===== config.mk =====
export PLATFORM = sky130hd
export DESIGN_NAME = mmu_tile_sched
export DESIGN_NICKNAME = d
export VERILOG_FILES = /design/src/rtl/mmu_sched_pkg.sv /design/src/rtl/mmu_tile_sched_mask.sv /design/src/rtl/mmu_tile_sched.sv
export SDC_FILE = /design/constraint.sdc
export NUM_CORES = 1
export LEC_CHECK = 0
export CAP_MARGIN = 20
export CORE_MARGIN = 2
export CORE_UTILIZATION = 46
export DETAILED_ROUTE_END_ITERATION = 16
export PLACE_DENSITY = 0.83
export SETUP_SLACK_MARGIN = 0.3
export SLEW_MARGIN = 5
export SYNTH_ARGS = -nofsm -noshare
export SYNTH_HDL_FRONTEND = slang
export SYNTH_HIERARCHICAL = 1
export SYNTH_SLANG_ARGS = --single-unit

===== constraint.sdc =====
create_clock -name clk -period 3.6 [get_ports clk]
set_input_delay 0.72 -clock clk [delete_from_list [all_inputs] [get_ports clk]]
set_output_delay 0.72 -clock clk [all_outputs]
set_load 0.005 [all_outputs]

===== src/rtl/mmu_sched_pkg.sv =====
// Shared types and helpers for the MMU tile scheduler.
package mmu_sched_pkg;

  typedef enum logic [2:0] {
    ST_IDLE,
    ST_LOAD_WT,
    ST_STREAM,
    ST_DRAIN,
    ST_WB,
    ST_DONE
  } sched_state_e;

  // Cycles for the last partial sum to leave a DEPTH x SIZE array.
  function automatic int unsigned drain_lat(input int unsigned depth, input int unsigned size);
    return depth + size - 1;
  endfunction

  function automatic int unsigned max_u(input int unsigned a, input int unsigned b);
    return (a > b) ? a : b;
  endfunction

endpackage


===== src/rtl/mmu_tile_sched_mask.sv =====
// mmu_blk_mask_gen: per-block bypass mask, bit di*S_LEN+si is 0 when the block is active.
module mmu_blk_mask_gen
  import mmu_sched_pkg::*;
#(
  parameter int unsigned D_LEN = 8,
  parameter int unsigned S_LEN = 8,
  parameter int unsigned DB_W  = $clog2(D_LEN + 1),
  parameter int unsigned SB_W  = $clog2(S_LEN + 1)
) (
  input  logic [DB_W-1:0]          d_blocks_i,
  input  logic [SB_W-1:0]          s_blocks_i,
  output logic [D_LEN*S_LEN-1:0]   mask_o
);

  localparam int unsigned IDX_W = max_u(1, $clog2(D_LEN * S_LEN));

  always_comb begin
    mask_o = '1;
    for (int unsigned di = 0; di < D_LEN; di++) begin
      for (int unsigned si = 0; si < S_LEN; si++) begin
        mask_o[IDX_W'(di * S_LEN + si)] = !((DB_W'(di) < d_blocks_i) && (SB_W'(si) < s_blocks_i));
      end
    end
  end

endmodule


===== src/rtl/mmu_tile_sched.sv =====
// mmu_tile_sched: sequences one weight-load / stream / drain / write-back pass over the array.
// Optional MMU_SCHED_PERF_EN adds saturating busy-cycle and completed-pass counters.
module mmu_tile_sched
  import mmu_sched_pkg::*;
#(
  parameter int unsigned DEPTH     = 32,
  parameter int unsigned SIZE      = 32,
  parameter int unsigned MMU_BLOCK = 4,
  parameter int unsigned ROW_W     = 16,
  localparam int unsigned D_LEN    = DEPTH / MMU_BLOCK,
  localparam int unsigned S_LEN    = SIZE / MMU_BLOCK,
  localparam int unsigned DB_W     = $clog2(D_LEN + 1),
  localparam int unsigned SB_W     = $clog2(S_LEN + 1),
  localparam int unsigned MW       = D_LEN * S_LEN
) (
  input  logic              clk,
  input  logic              rst,
  input  logic              cfg_valid,
  output logic              cfg_ready,
  input  logic [DB_W-1:0]   cfg_d_blocks,
  input  logic [SB_W-1:0]   cfg_s_blocks,
  input  logic [ROW_W-1:0]  cfg_rows,
  input  logic              abort,
  output logic              mmu_control,
  output logic              wt_rd_en,
  output logic              data_rd_en,
  output logic              acc_wr_en,
  output logic [MW-1:0]     acc_sle_d,
  output logic [MW-1:0]     data_sle_s,
  output logic              busy,
  output logic              done,
  output logic              cfg_err
`ifdef MMU_SCHED_PERF_EN
  ,
  output logic [31:0]       perf_busy_cycles,
  output logic [15:0]       perf_passes
`endif
);

  localparam int unsigned     CNT_W      = max_u(ROW_W, $clog2(DEPTH + SIZE));
  localparam logic [CNT_W-1:0] LOAD_LAST  = CNT_W'(DEPTH - 1);
  localparam logic [CNT_W-1:0] DRAIN_LAST = CNT_W'(drain_lat(DEPTH, SIZE) - 1);

  sched_state_e     state_q, state_d;
  logic [CNT_W-1:0] cnt_q, cnt_d;
  logic [DB_W-1:0]  d_blk_q, d_blk_d;
  logic [SB_W-1:0]  s_blk_q, s_blk_d;
  logic [ROW_W-1:0] rows_q, rows_d;
  logic             err_d;
  logic             mmu_control_q, wt_rd_en_q, data_rd_en_q, acc_wr_en_q;
  logic             busy_q, done_q, cfg_err_q;
  logic [CNT_W-1:0] row_last;
  logic [MW-1:0]    pass_mask;
  logic             accept;

  assign cfg_ready = (state_q == ST_IDLE);
  assign accept    = cfg_valid && cfg_ready && !abort;
  assign row_last  = CNT_W'(rows_q) - CNT_W'(1);

  always_comb begin
    state_d = state_q;
    cnt_d   = cnt_q;
    d_blk_d = d_blk_q;
    s_blk_d = s_blk_q;
    rows_d  = rows_q;
    err_d   = 1'b0;
    case (state_q)
      ST_IDLE: begin
        if (accept) begin
          if (cfg_d_blocks == '0 || cfg_s_blocks == '0) begin
            err_d = 1'b1;
          end else begin
            state_d = ST_LOAD_WT;
            cnt_d   = '0;
            d_blk_d = (cfg_d_blocks > DB_W'(D_LEN)) ? DB_W'(D_LEN) : cfg_d_blocks;
            s_blk_d = (cfg_s_blocks > SB_W'(S_LEN)) ? SB_W'(S_LEN) : cfg_s_blocks;
            rows_d  = cfg_rows;
          end
        end
      end
      ST_LOAD_WT: begin
        if (cnt_q == LOAD_LAST) begin
          cnt_d   = '0;
          state_d = (rows_q == '0) ? ST_DONE : ST_STREAM;
        end else begin
          cnt_d = cnt_q + CNT_W'(1);
        end
      end
      ST_STREAM: begin
        if (cnt_q == row_last) begin
          cnt_d   = '0;
          state_d = ST_DRAIN;
        end else begin
          cnt_d = cnt_q + CNT_W'(1);
        end
      end
      ST_DRAIN: begin
        if (cnt_q == DRAIN_LAST) begin
          cnt_d   = '0;
          state_d = ST_WB;
        end else begin
          cnt_d = cnt_q + CNT_W'(1);
        end
      end
      ST_WB: begin
        if (cnt_q == row_last) begin
          cnt_d   = '0;
          state_d = ST_DONE;
        end else begin
          cnt_d = cnt_q + CNT_W'(1);
        end
      end
      ST_DONE: state_d = ST_IDLE;
      default: state_d = ST_IDLE;
    endcase
    if (abort && state_q != ST_IDLE) begin
      state_d = ST_IDLE;
      cnt_d   = '0;
    end
  end

  // Strobes are registered from the next state so they align with state_q.
  always_ff @(posedge clk or posedge rst) begin
    if (rst) begin
      state_q       <= ST_IDLE;
      cnt_q         <= '0;
      d_blk_q       <= '0;
      s_blk_q       <= '0;
      rows_q        <= '0;
      mmu_control_q <= 1'b0;
      wt_rd_en_q    <= 1'b0;
      data_rd_en_q  <= 1'b0;
      acc_wr_en_q   <= 1'b0;
      busy_q        <= 1'b0;
      done_q        <= 1'b0;
      cfg_err_q     <= 1'b0;
    end else begin
      state_q       <= state_d;
      cnt_q         <= cnt_d;
      d_blk_q       <= d_blk_d;
      s_blk_q       <= s_blk_d;
      rows_q        <= rows_d;
      mmu_control_q <= (state_d == ST_LOAD_WT);
      wt_rd_en_q    <= (state_d == ST_LOAD_WT);
      data_rd_en_q  <= (state_d == ST_STREAM);
      acc_wr_en_q   <= (state_d == ST_WB);
      busy_q        <= (state_d != ST_IDLE);
      done_q        <= (state_d == ST_DONE);
      cfg_err_q     <= err_d;
    end
  end

  mmu_blk_mask_gen #(
    .D_LEN (D_LEN),
    .S_LEN (S_LEN),
    .DB_W  (DB_W),
    .SB_W  (SB_W)
  ) u_mask (
    .d_blocks_i (d_blk_q),
    .s_blocks_i (s_blk_q),
    .mask_o     (pass_mask)
  );

  assign mmu_control = mmu_control_q;
  assign wt_rd_en    = wt_rd_en_q;
  assign data_rd_en  = data_rd_en_q;
  assign acc_wr_en   = acc_wr_en_q;
  assign busy        = busy_q;
  assign done        = done_q;
  assign cfg_err     = cfg_err_q;
  assign acc_sle_d   = busy_q ? pass_mask : '1;
  assign data_sle_s  = busy_q ? pass_mask : '1;

`ifdef MMU_SCHED_PERF_EN
  logic [31:0] perf_busy_q;
  logic [15:0] perf_pass_q;

  always_ff @(posedge clk or posedge rst) begin
    if (rst) begin
      perf_busy_q <= '0;
      perf_pass_q <= '0;
    end else begin
      if (busy_q && perf_busy_q != '1) perf_busy_q <= perf_busy_q + 32'd1;
      if (done_q && perf_pass_q != '1) perf_pass_q <= perf_pass_q + 16'd1;
    end
  end

  assign perf_busy_cycles = perf_busy_q;
  assign perf_passes      = perf_pass_q;
`endif

endmodule

# --- After elaboration in Yosys (flattened, before gate mapping) ---
# Index checks and enable logic that the tools add are counted.
totals:
  ff_bits: 49
  latchBits: 0
  mem_bits_rw: 0
  romBits: 0
  out_inout_bits: 136
  word_cells: 210
  mem_count: 0
op_classes:
  addsub: 2
  mul: 0
  div_mod_pow: 0
  order_cmp: 18
  n_eq_ne: 13
  shifts: 0
  mux: 22
  bitwise: 1
  n_reduce_logical: 143
op_table:
  columns: ["cell", "count"]
  rows:
  - ["16-bit 2-to-1 mux", 6]
  - ["1-bit logical AND", 67]
  - ["1-bit logical NOT", 65]
  - ["64-bit 2-to-1 mux", 1]
  - ["16-bit one-hot mux with 4 select lines", 1]
  - ["3-bit by 4-bit < comparator with 1-bit output (first input constant)", 8]
  - ["3-bit 2-to-1 mux", 8]
  - ["16-bit by 1-bit adder with 16-bit output (second input constant)", 1]
  - ["16-bit equality test", 1]
  - ["16-bit by 5-bit equality test with 1-bit output (second input constant)", 1]
  - ["16-bit by 6-bit equality test with 1-bit output (second input constant)", 1]
  - ["16-bit logical NOT", 1]
  - ["1-bit by 4-bit < comparator with 1-bit output (first input constant)", 4]
  - ["2-bit by 4-bit < comparator with 1-bit output (first input constant)", 4]
  - ["16-bit by 1-bit subtractor with 16-bit output (second input constant)", 1]
  - ["3-bit one-hot mux with 5 select lines", 1]
  - ["3-bit by 2-bit equality test with 1-bit output (second input constant)", 3]
  - ["3-bit equality test (second input constant)", 3]
  - ["4-bit > comparator (second input constant)", 2]
  - ["4-bit logical NOT", 2]
  - ["4-bit 2-to-1 mux", 2]
  - ["3-bit by 1-bit equality test with 1-bit output (second input constant)", 2]
  - ["3-bit AND reduction", 2]
  - ["3-bit nonzero test", 2]
  - ["8 further kinds", 10]

# --- Logic depth before layout (Yosys ltp) ---
# Gate-level depths: netlist of run 1.
depth:
  depth_word: 7
  ltp_mapped: 11
  mapped_depth_nobuf: 9

# --- Hierarchy ---
# The synthesis of run 1 kept the hierarchy.
modules_own_cells:
  columns: ["module", "instances", "cells_each", "area_per_inst_um2", "seq_area_each_um2"]
  rows:
  - ["mmu_tile_sched", 1, 483, 4011.3, 1226.2]
  - ["mmu_blk_mask_gen", 1, 88, 422.9, 0.0]

# --- Worst setup path before layout of run 1 ---
# OpenSTA, ideal clock, no wires.
synth_timing:
  path_type: "register -> register"
  startpoint: "reg rows_q[2]"
  endpoint: "reg cnt_q[10]"
  setup_ns: 0.135
  arrival_ns: 2.595
  required_ns: 3.465
  setup_slack_ns: 0.870
  stages_incl_launch_ff: 9
  path_buffers: 1
  period_less_slack_ns: 2.730
  path_cell_list: "dfrtp_1 -> or4_4 -> or3_4 -> a2111oi_4 -> and4_4 -> a41oi_4 -> buf_6 -> o211ai_1 -> o211ai_1"
synth_between:
  elab_chain_cells: 5
synth_lines:
  columns: ["item", "line", "rtl"]
  rows:
  - ["from (decl)", "mmu_tile_sched.sv:48", "logic [ROW_W-1:0] rows_q, rows_d;"]
  - ["from (signal assigned)", "mmu_tile_sched.sv:142", "rows_q <= rows_d;"]
  - ["16-bit by 1-bit subtractor with 16-bit output", "mmu_tile_sched.sv:58", "assign row_last = CNT_W'(rows_q) - CNT_W'(1);"]
  - ["16-bit equality test", "mmu_tile_sched.sv:90, mmu_tile_sched.sv:106", null]
  - ["16-bit 2-to-1 mux", "mmu_tile_sched.sv:90, mmu_tile_sched.sv:106", null]
  - ["16-bit one-hot mux with 4 select lines", "mmu_tile_sched.sv:67", "case (state_q)"]
  - ["16-bit 2-to-1 mux", "mmu_tile_sched.sv:116", "if (abort && state_q != ST_IDLE) begin"]
  - ["to (signal assigned)", "mmu_tile_sched.sv:139", "cnt_q <= cnt_d;"]
  - ["to (decl)", "mmu_tile_sched.sv:45", "logic [CNT_W-1:0] cnt_q, cnt_d;"]
# No other way between the ends.
# A chain may end at the register's enable or synchronous reset.

# --- Worst setup path in the final report of run 1 ---
layout_timing:
  startpoint: "reg rows_q[2]"
  endpoint: "reg cnt_q[9]"
# Same word-level chain as after synthesis.

==> results_dict.tcl, run 1 <==
set metrics [dict create \
    hp-class "reg2reg" \
    ant_nets 0 \
    crit_path_cell_trace "or4_4 > or3_4 > a2111oi_4 > and4_4 > a41oi_4 > o21ai_4 > o211ai_1" \
    rsz0062_at_grt "false" \
    cts_setup_buffers 0 \
    cpPeakStageDelay_ps 600 \
    n_antenna_cell 0 \
    setup_viol 0 \
    fin_skew_ps 6.40 \
    drive_gt1_share_pct 8.85 \
    finish.utilization_pct 62.0 \
    crit_path_top_delay_cell "or4_4" \
    instances_no_fill 773 \
    cp-start-kind "flop" \
    hold_path_end "s_blk_q[0]" \
    max_clock_freq_mhz 324 \
    ys_warn_count 6 \
    cts.clk_slew.worst_paths_ps 90 \
    nNetsFinal 674 \
    viasPerCell 5.47 \
    die-width_um 102 \
    clk_path_buf_depth 2 \
    cellPowerDensity_nw_per_um2 359 \
    drc 0 \
    numCtsBuffers 5 \
    rr_startpoint "rows_q[2]" \
    core_area_um2 9280 \
    cts_hold_buf 0 \
    cts-root-buf "clkbuf_8" \
    grt_pass1_wl_um 19400 \
    reg2reg_to "cnt_q[9]" \
    hold_depth 2 \
    clkLatencyLatePin_ps 310 \
    max-cap-violations 0 \
    dieArea_um2 10400 \
    rows 35 \
    synth_ff_type "dfrtp_1" \
    yosysSeqAreaShare_pct 27.7 \
    ir_drop_v 0.000283 \
    num_vias 4230 \
    crit_fanout 14 \
    antenna_found_initial 0 \
    io_pins 164 \
    initial_core_util_pct 47.8 \
    dp_hpwl_um 9810 \
    clkSinkCount 49 \
    r2r_cells 7 \
    power_leakage_nw 2.30 \
    cp_top_family "simple AND/OR/NAND/NOR gates" \
    period_needed_ps 3090 \
    grt_max_degree 50 \
    grt_usage_pct 23.0 \
    syn2layout_area_growth_pct 29.8 \
    syn_area_per_cell_um2 7.77 \
    synth_seq_cells 49 \
    grt_pass1_vias 3762 \
    overflow 0 \
    yosysUniqueCellTypes 65 \
    synthArstFlopShare_pct 100 \
    dp_cells 764 \
    crit_arrival_ps 3270 \
    wire_per_inst_um 16.0 \
    die_h_um 102 \
    synth_area_um2 4430 \
    ctsHtreeMaxLevel 2 \
    tns_ps 0 \
    required_ps 3780 \
    synth-edff-count 0 \
    nFillCells 806 \
    cts_tree "yes" \
    tightest_slew_ps 872 \
    drt-total-wl_um 12300 \
    min_from "s_blk_q[0]" \
    dr.pass1.iters 5 \
    crit_path_end_kind "flop" \
    fin_crit_sh_pct 85.8 \
    numPortBuffers 163 \
    finalHoldViolCount 0 \
    critPathKind "reg2reg" \
    relSlewSlack_pct 40.4 \
    reg2reg_slack_ps 510 \
    slew_violations 0 \
    gp_congestion 0.830 \
    synthCells 571 \
    status "finished, final reports clean" \
    timing.critical_path.buf_inv 0 \
    synth_nets 602 \
    drt_iter0_drc 363 \
]
## sequential cells by signal (all words and copies together) (netlist names), 3 cells and up
| register | cells |
|---|---|
| state_q | 3 |
| rows_q | 16 |
| d_blk_q | 4 |
| cnt_q | 16 |
| s_blk_q | 4 |
## layout make-up
cell class                      count  area [um^2]  area share, %
Clock buffer                        6         82.6           1.43
Clock inverter                      2         37.5          0.652
Inverter                            9         33.8          0.587
Multi-Input combinational cell    408         2520           43.7
Sequential cell                    49         1230           21.3
Tap cell                          129          161           2.80
Timing Repair Buffer              170         1700           29.5
## cell usage after synthesis, types with 3 or more instances
cell type / number / area, um^2
nand2_1: 104 / 390
nand2b_1: 70 / 438
buf_4: 65 / 488
dfrtp_1: 49 / 1230
clkbuf_1: 31 / 116
nor2_1: 29 / 109
o21ai_0: 24 / 120
mux2_2: 18 / 203
o211ai_1: 14 / 105
xnor2_1: 12 / 105
nand3_1: 11 / 55.1
nor3_1: 11 / 55.1
nor4_1: 10 / 62.6
xor2_1: 9 / 78.8
inv_1: 8 / 30.0
or2_2: 7 / 43.8
nand4_1: 6 / 37.5
o221ai_1: 6 / 52.6
a31oi_1: 5 / 31.3
and2_1: 4 / 25.0
and3_1: 4 / 25.0
and4_1: 4 / 35.0
nor2b_1: 4 / 25.0
or3_1: 4 / 25.0
a21oi_1: 3 / 15.0
buf_1: 3 / 11.3
ha_1: 3 / 37.5
o21a_1: 3 / 22.5
o21ai_1: 3 / 15.0
or4_1: 3 / 22.5
## worst min-delay path, cell delays in order (launching register included)
cell     delay [ps]
dfrtp_1         400
nand2_1          60
o21ai_0          80
## timing repair
action / in CTS / in global routing
endpoints found under the setup margin: 0 / 6
gates resized for setup: 0 / 1
endpoints found under the hold margin: 0 / 0
## where the power goes
| group | total (mW) | switching (mW) | internal (mW) | leakage [nW] |
|---|---|---|---|---|
| Sequential | 0.753 | 0.135 | 0.618 | 0.633 |
| Clock | 0.417 | 0.191 | 0.226 | 0.0574 |
| Combinational | 0.898 | 0.416 | 0.482 | 1.61 |
## worst max path at each step
stage          startpoint             to  slack, ps  cells after the start
2_1_floorplan   rows_q[2]      cnt_q[10]        870                      8
3_3_place_gp    rows_q[2]      cnt_q[12]        650                      7
3_5_place_dp    rows_q[2]       cnt_q[8]        530                      7
4_1_cts        d_blk_q[3]  data_sle_s[4]        400                      4
5_1_grt         rows_q[0]      cnt_q[12]        340                      9
6_report        rows_q[2]       cnt_q[9]        510                      7
## metrics by stage
stage | hold WS [ps] | setup WS [ps] | instance area (um^2) | total power, mW
floorplan | 508 | 870 | 4430 | 1.35
global route | 620 | 340 | 5760 | 2.20
detailed placement | 557 | 527 | 5620 | 1.65
global placement | 530 | 648 | 5620 | 1.62
CTS | 579 | 402 | 5740 | 2.07
finish | 576 | 512 | 5760 | 2.07
## logic make-up (layout without fill, tap and decap cells)
| logic type | count (synthesis) | after routing | share of synthesized area, % |
|---|---|---|---|
| mux | 19 | 19 | 4.80 |
| compound gates | 83 | 83 | 13.9 |
| simple gates | 282 | 282 | 33.1 |
| flops | 49 | 49 | 27.7 |
| buf+inv | 114 | 187 | 15.6 |
| xor+xnor | 21 | 21 | 4.15 |
| fa+ha+maj | 3 | 3 | 0.847 |
## cell usage in the layout (no fill, tap or decap), drive strengths merged, types with 8 or more instances in the layout
cell / n
dfrtp: 49
nand3: 11
mux2: 18
nand2: 104
xnor2: 12
inv: 8
nor2: 29
clkdlybuf4s50: 163
nor4: 11
o21ai: 29
o211ai: 14
xor2: 9
nand2b: 70
nor3: 11
## metal layers
metal / wire [um] / share of wire (%) / GRT usage (%)
met5: 0 / 0 / 0
met4: 211 / 1.7 / 6.15
met3: 749 / 6.1 / 3.83
met2: 6350 / 51 / 41.2
met1: 5030 / 41 / 28.8
Power figures use the tool's default switching activity.
==> run 2: changes to the inputs <==
- CAP_MARGIN: 20 -> not set
- CTS_CLUSTER_SIZE: not set -> 28
==> run 2 against run 1 <==
Effect of this change:
- global-route usage did not move
- total power fell by 0.17%
- sequential power barely moved
- worst setup slack got worse by 13 ps
- clock-buffer cell count did not move
- via count fell by 0.26%
- first-iteration DRC count rose by 0.83%
- fmax fell by 0.43%
- final cell count fell by 0.13%
- worst hold slack improved by 1.2 ps
- clock skew rose by 0.80 ps
- clock power barely moved
- critical path type unchanged
- critical endpoint is now cnt_q[8]
==> results_dict.tcl, run 2 (synthesized netlist as in run 1, its figures left out) <==
set metrics [dict create \
    status "finished, final reports clean" \
    fin_ws_ps 499 \
    pre_cts_ws_ps 527 \
    dpl_cell_area_um2 5620 \
    clkSinkCount 49 \
    cts_setup_buffers 0 \
    die-width_um 102 \
    min_from "d_blk_q[0]" \
    cts_hold_buf 0 \
    rsz0062_at_grt "false" \
    cp.depth 7 \
    critPathKind "reg2reg" \
    fin_crit_sh_pct 86.1 \
    relSlewSlack_pct 33.0 \
    numCtsBuffers 5 \
    cts_resized 0 \
    crit_path_cell_trace "or4_4 > or3_4 > a2111oi_4 > and4_4 > a41oi_4 > o21ai_4 > o211ai_1" \
    ant_nets 0 \
    crit_fanout 14 \
    drc 0 \
    reg_top3 "cnt_q x16, rows_q x16" \
    crit_arrival_ps 3280 \
    max-cap-violations 0 \
    grt_max_degree 50 \
    fin_skew_ps 7.20 \
    instances_no_fill 772 \
    grt_pass1_vias 3762 \
    period_needed_ps 3100 \
    num_vias 4219 \
    dieArea_um2 10400 \
    rows 35 \
    finalHoldViolCount 0 \
    overflow 0 \
    drive_gt1_share_pct 8.71 \
    core_area_um2 9280 \
    drt-total-wl_um 12300 \
    setup_viol 0 \
    max_clock_freq_mhz 322 \
    cpPeakStageDelay_ps 600 \
    hold_depth 2 \
    tightest_slew_ps 1000 \
    crit_path_end_kind "flop" \
    required_ps 3780 \
    ctsHtreeMaxLevel 2 \
    cts-root-buf "clkbuf_8" \
    dp_hpwl_um 9810 \
    wire_per_inst_um 15.9 \
    gp_congestion 0.830 \
    hp-class "reg2reg" \
    ir_drop_v 0.000289 \
    layout_common_cells "clkdlybuf4s50_1, nand2_1, nand2b_1" \
    clkLatencyLatePin_ps 310 \
    hold_path_end "d_blk_q[0]" \
    slew_violations 0 \
    cp-start-kind "flop" \
    clk_path_buf_depth 2 \
    die_h_um 102 \
    reg2reg_slack_ps 500 \
    dp_cells 764 \
    antenna_found_initial 0 \
    numPortBuffers 163 \
    final_cell_area_um2 5740 \
    cp_top_family "simple AND/OR/NAND/NOR gates" \
    power_leakage_nw 2.29 \
    viasPerCell 5.47 \
    grt_pass1_wl_um 19400 \
    r2r_cells 7 \
    tns_ps 0 \
    power_mw 2.06 \
    dr.pass1.iters 5 \
    timing.critical_path.buf_inv 0 \
    cellPowerDensity_nw_per_um2 360 \
    reg2reg_to "cnt_q[8]" \
    n_antenna_cell 0 \
    cts_tree "yes" \
    cts.clk_slew.worst_paths_ps 90 \
    initial_core_util_pct 47.8 \
    syn2layout_area_growth_pct 29.4 \
    layout_commonest_cell "clkdlybuf4s50_1" \
    drt_iter0_drc 366 \
    grt_usage_pct 23.0 \
    nNetsFinal 673 \
    crit_path_top_delay_cell "or4_4" \
    io_pins 164 \
    rr_startpoint "rows_q[2]" \
]
## run 2: changes by cell type in the layout (fill, tap and decap cells not counted)
cell    before  now
buf_12       1    0
## run 2: worst max-delay path by stage
stage | startpoint | end | slack (ps)
2_1_floorplan | rows_q[2] | cnt_q[10] | 870
5_1_grt | rows_q[0] | cnt_q[12] | 340
6_report | rows_q[2] | cnt_q[8] | 500
4_1_cts | d_blk_q[3] | data_sle_s[4] | 400
3_3_place_gp | rows_q[2] | cnt_q[12] | 650
3_5_place_dp | rows_q[2] | cnt_q[8] | 530
## run 2: final cells by class
cell class	instances	area, um^2
fill	808	3550
clock inverter	2	37.5
inverter	9	33.8
tap	129	161
sequential	49	1230
timing repair buffer	169	1680
multi-input combinational	408	2520
clock buffer	6	82.6
## run 2: layer usage
| layer | wire length (um) | track usage (%) |
|---|---|---|
| met5 | 0 | 0 |
| met2 | 6310 | 41.2 |
| met1 | 4980 | 28.8 |
| met4 | 242 | 6.15 |
| met3 | 773 | 3.83 |
## run 2: report_power, final
group / switching, mW / total (mW) / leakage (nW) / internal [mW]
combinational: 0.415 / 0.895 / 1.60 / 0.480
clock: 0.190 / 0.416 / 0.0574 / 0.226
sequential: 0.135 / 0.753 / 0.633 / 0.618
total: 0.741 / 2.06 / 2.29 / 1.32
## run 2: through the flow
stage,util [%],hold slack [ps]
3_5_place_dp,60.5,557
2_1_floorplan,-,508
5_1_grt,61.8,620
4_1_cts,61.8,579
6_report,61.8,577
3_3_place_gp,60.5,530
## run 2: worst register-to-register path, stage by stage, from the launching register on
cell and delay (ps):
dfrtp_1 490, or4_4 600, or3_4 390, a2111oi_4 380, and4_4 290, a41oi_4 260, o21ai_4 400, o211ai_1 160
==> run 3: changes to the inputs <==
- CORE_MARGIN: 2 -> not set
==> run 3 against run 2 <==
Effect of this change:
- worst setup slack got worse by 60 ps
- register-to-register slack improved by 30 ps
- via count fell by 0.71%
- first-iteration DRC count fell by 39%
- clock-buffer cell count rose by 1
- total power fell by 0.21%
- global-route usage rose by 0.81 points
- clock skew rose by 1.2 ps
- worst hold slack got worse by 12 ps
- critical path type is now reg2out
- largest power group unchanged
==> results_dict.tcl, run 3 (synthesized netlist as in run 1, its figures left out) <==
set metrics [dict create \
    status "finished, final reports clean" \
    dp_hpwl_um 9670 \
    grt_pass1_wl_um 19400 \
    numCtsBuffers 5 \
    finalHoldViolCount 0 \
    seq_area_um2 1230 \
    cp.depth 4 \
    grt_pass1_vias 3961 \
    critPathLaunch "d_blk_q[3]" \
    clkSinkCount 49 \
    fin_crit_sh_pct 87.8 \
    layout_commonest_cell "clkdlybuf4s50_1" \
    rows 35 \
    viasPerCell 5.43 \
    num_vias 4189 \
    cts.clk_slew.worst_paths_ps 80 \
    min_from "s_blk_q[0]" \
    crit_fanout 23 \
    setup_viol 0 \
    timing.critical_path.buf_inv 1 \
    dp_cells 763 \
    drive_gt1_share_pct 8.41 \
    max-cap-violations 0 \
    antenna_found_initial 0 \
    fin_ws_ps 439 \
    cts_tree "yes" \
    core_area_um2 9280 \
    dr_wl_met2_um 6230 \
    critPathKind "reg2out" \
    drt-total-wl_um 12100 \
    rr_startpoint "rows_q[2]" \
    multiInputGateArea_um2 2520 \
    initial_core_util_pct 47.8 \
    crit_path_cell_trace "or4_1 > o21ai_2 > nand2b_1 > clkdlybuf4s50_1" \
    rsz0062_at_grt "false" \
    required_ps 2880 \
    cpPeakStageDelay_ps 750 \
    slew_violations 0 \
    wl_met3_um 637 \
    r2r_cells 7 \
    crit_path_end_kind "output port" \
    crit_path_top_delay_cell "or4_1" \
    instances_no_fill 771 \
    hold_depth 2 \
    tightest_slew_ps 991 \
    pre_cts_ws_ps 550 \
    fin_skew_ps 8.41 \
    power_leakage_nw 2.28 \
    die_h_um 100 \
    io_pins 164 \
    ir_drop_v 0.000258 \
    wl_met1_um 4930 \
    reg2reg_slack_ps 530 \
    drc 0 \
    max_clock_freq_mhz 316 \
    ant_nets 0 \
    reg_top3 "cnt_q x16, rows_q x16" \
    dr.pass1.iters 5 \
    cellPowerDensity_nw_per_um2 360 \
    numPortBuffers 163 \
    cp_top_family "simple AND/OR/NAND/NOR gates" \
    layout_common_cells "clkdlybuf4s50_1, nand2_1, nand2b_1" \
    grt_usage_pct 23.8 \
    tns_ps 0 \
    cts-root-buf "clkbuf_8" \
    wire_per_inst_um 15.7 \
    syn2layout_area_growth_pct 29.2 \
    hp-class "reg2reg" \
    n_antenna_cell 0 \
    die-width_um 100 \
    cp-start-kind "flop" \
    nFillCells 819 \
    period_needed_ps 3160 \
    grt_max_degree 50 \
    dieArea_um2 10000 \
    ctsHtreeMaxLevel 2 \
    clkLatencyLatePin_ps 300 \
    relSlewSlack_pct 33.9 \
    crit_arrival_ps 2440 \
    clk_path_buf_depth 2 \
    drt_iter0_drc 224 \
    gp_congestion 0.867 \
    overflow 0 \
    top_layer "met4" \
    nNetsFinal 672 \
]
-- run 3: cell count changes in the layout (fill, tap and decap cells not counted) --
cell        before  now
buf_4            6    5
clkbuf_1         0    1
clkinvlp_4       1    0
dfrtp_1         47   48
dfrtp_2          2    1
or4_1            3    2
or4_4            2    3
-- run 3: cell type report --
class                      instances  share of cell area [%]
timing repair buffer             168                    29.1
tap                              129                    2.82
sequential                        49                    21.4
inverter                           9                   0.590
clock inverter                     1                   0.524
multi-input combinational        408                    44.0
clock buffer                       7                    1.51
-- run 3: timing repair --
action,in CTS,in global routing
endpoints found under the hold margin,0,0
gates resized for setup,0,1
setup buffers,0,0
endpoints found under the setup margin,0,2
hold buffers,0,0
-- run 3: final timing paths --
| check | to |
|---|---|
| max reg2reg | cnt_q[12] |
| min | s_blk_q[0] |
| max in group asynchronous | busy |
| max | data_sle_s[4] |
| min in group asynchronous | wt_rd_en |
| min reg2reg | s_blk_q[0] |
-- run 3: worst register-to-register path, cell delays in order, from the launching register on --
cell	delay (ps)
dfrtp_1	480
or4_4	590
or3_4	390
a2111oi_4	380
and4_4	290
a41oi_4	260
o21ai_4	400
o211ai_1	150
-- run 3: metal layers --
metal  up-vias  GRT usage (%)
met2       181           43.8
met3        33           2.92
met4         0           8.47
met5         -              0
met1      1960           28.5
li1       2015              -
-- run 3: power breakdown --
group	leakage, nW	total (mW)	switching, mW	internal, mW
Sequential	0.634	0.759	0.142	0.617
Combinational	1.59	0.895	0.414	0.481
Clock	0.0585	0.407	0.180	0.227
-- run 3: per-stage QoR --
stage	power [mW]	hold WS, ps	cell area (um^2)	utilization [%]
after floorplan	1.35	508	4430	-
after global routing	2.19	613	5730	61.7
after detailed placement	1.65	542	5610	60.4
final	2.06	565	5730	61.7
after global placement	1.62	525	5610	60.4
after CTS	2.06	561	5720	61.7
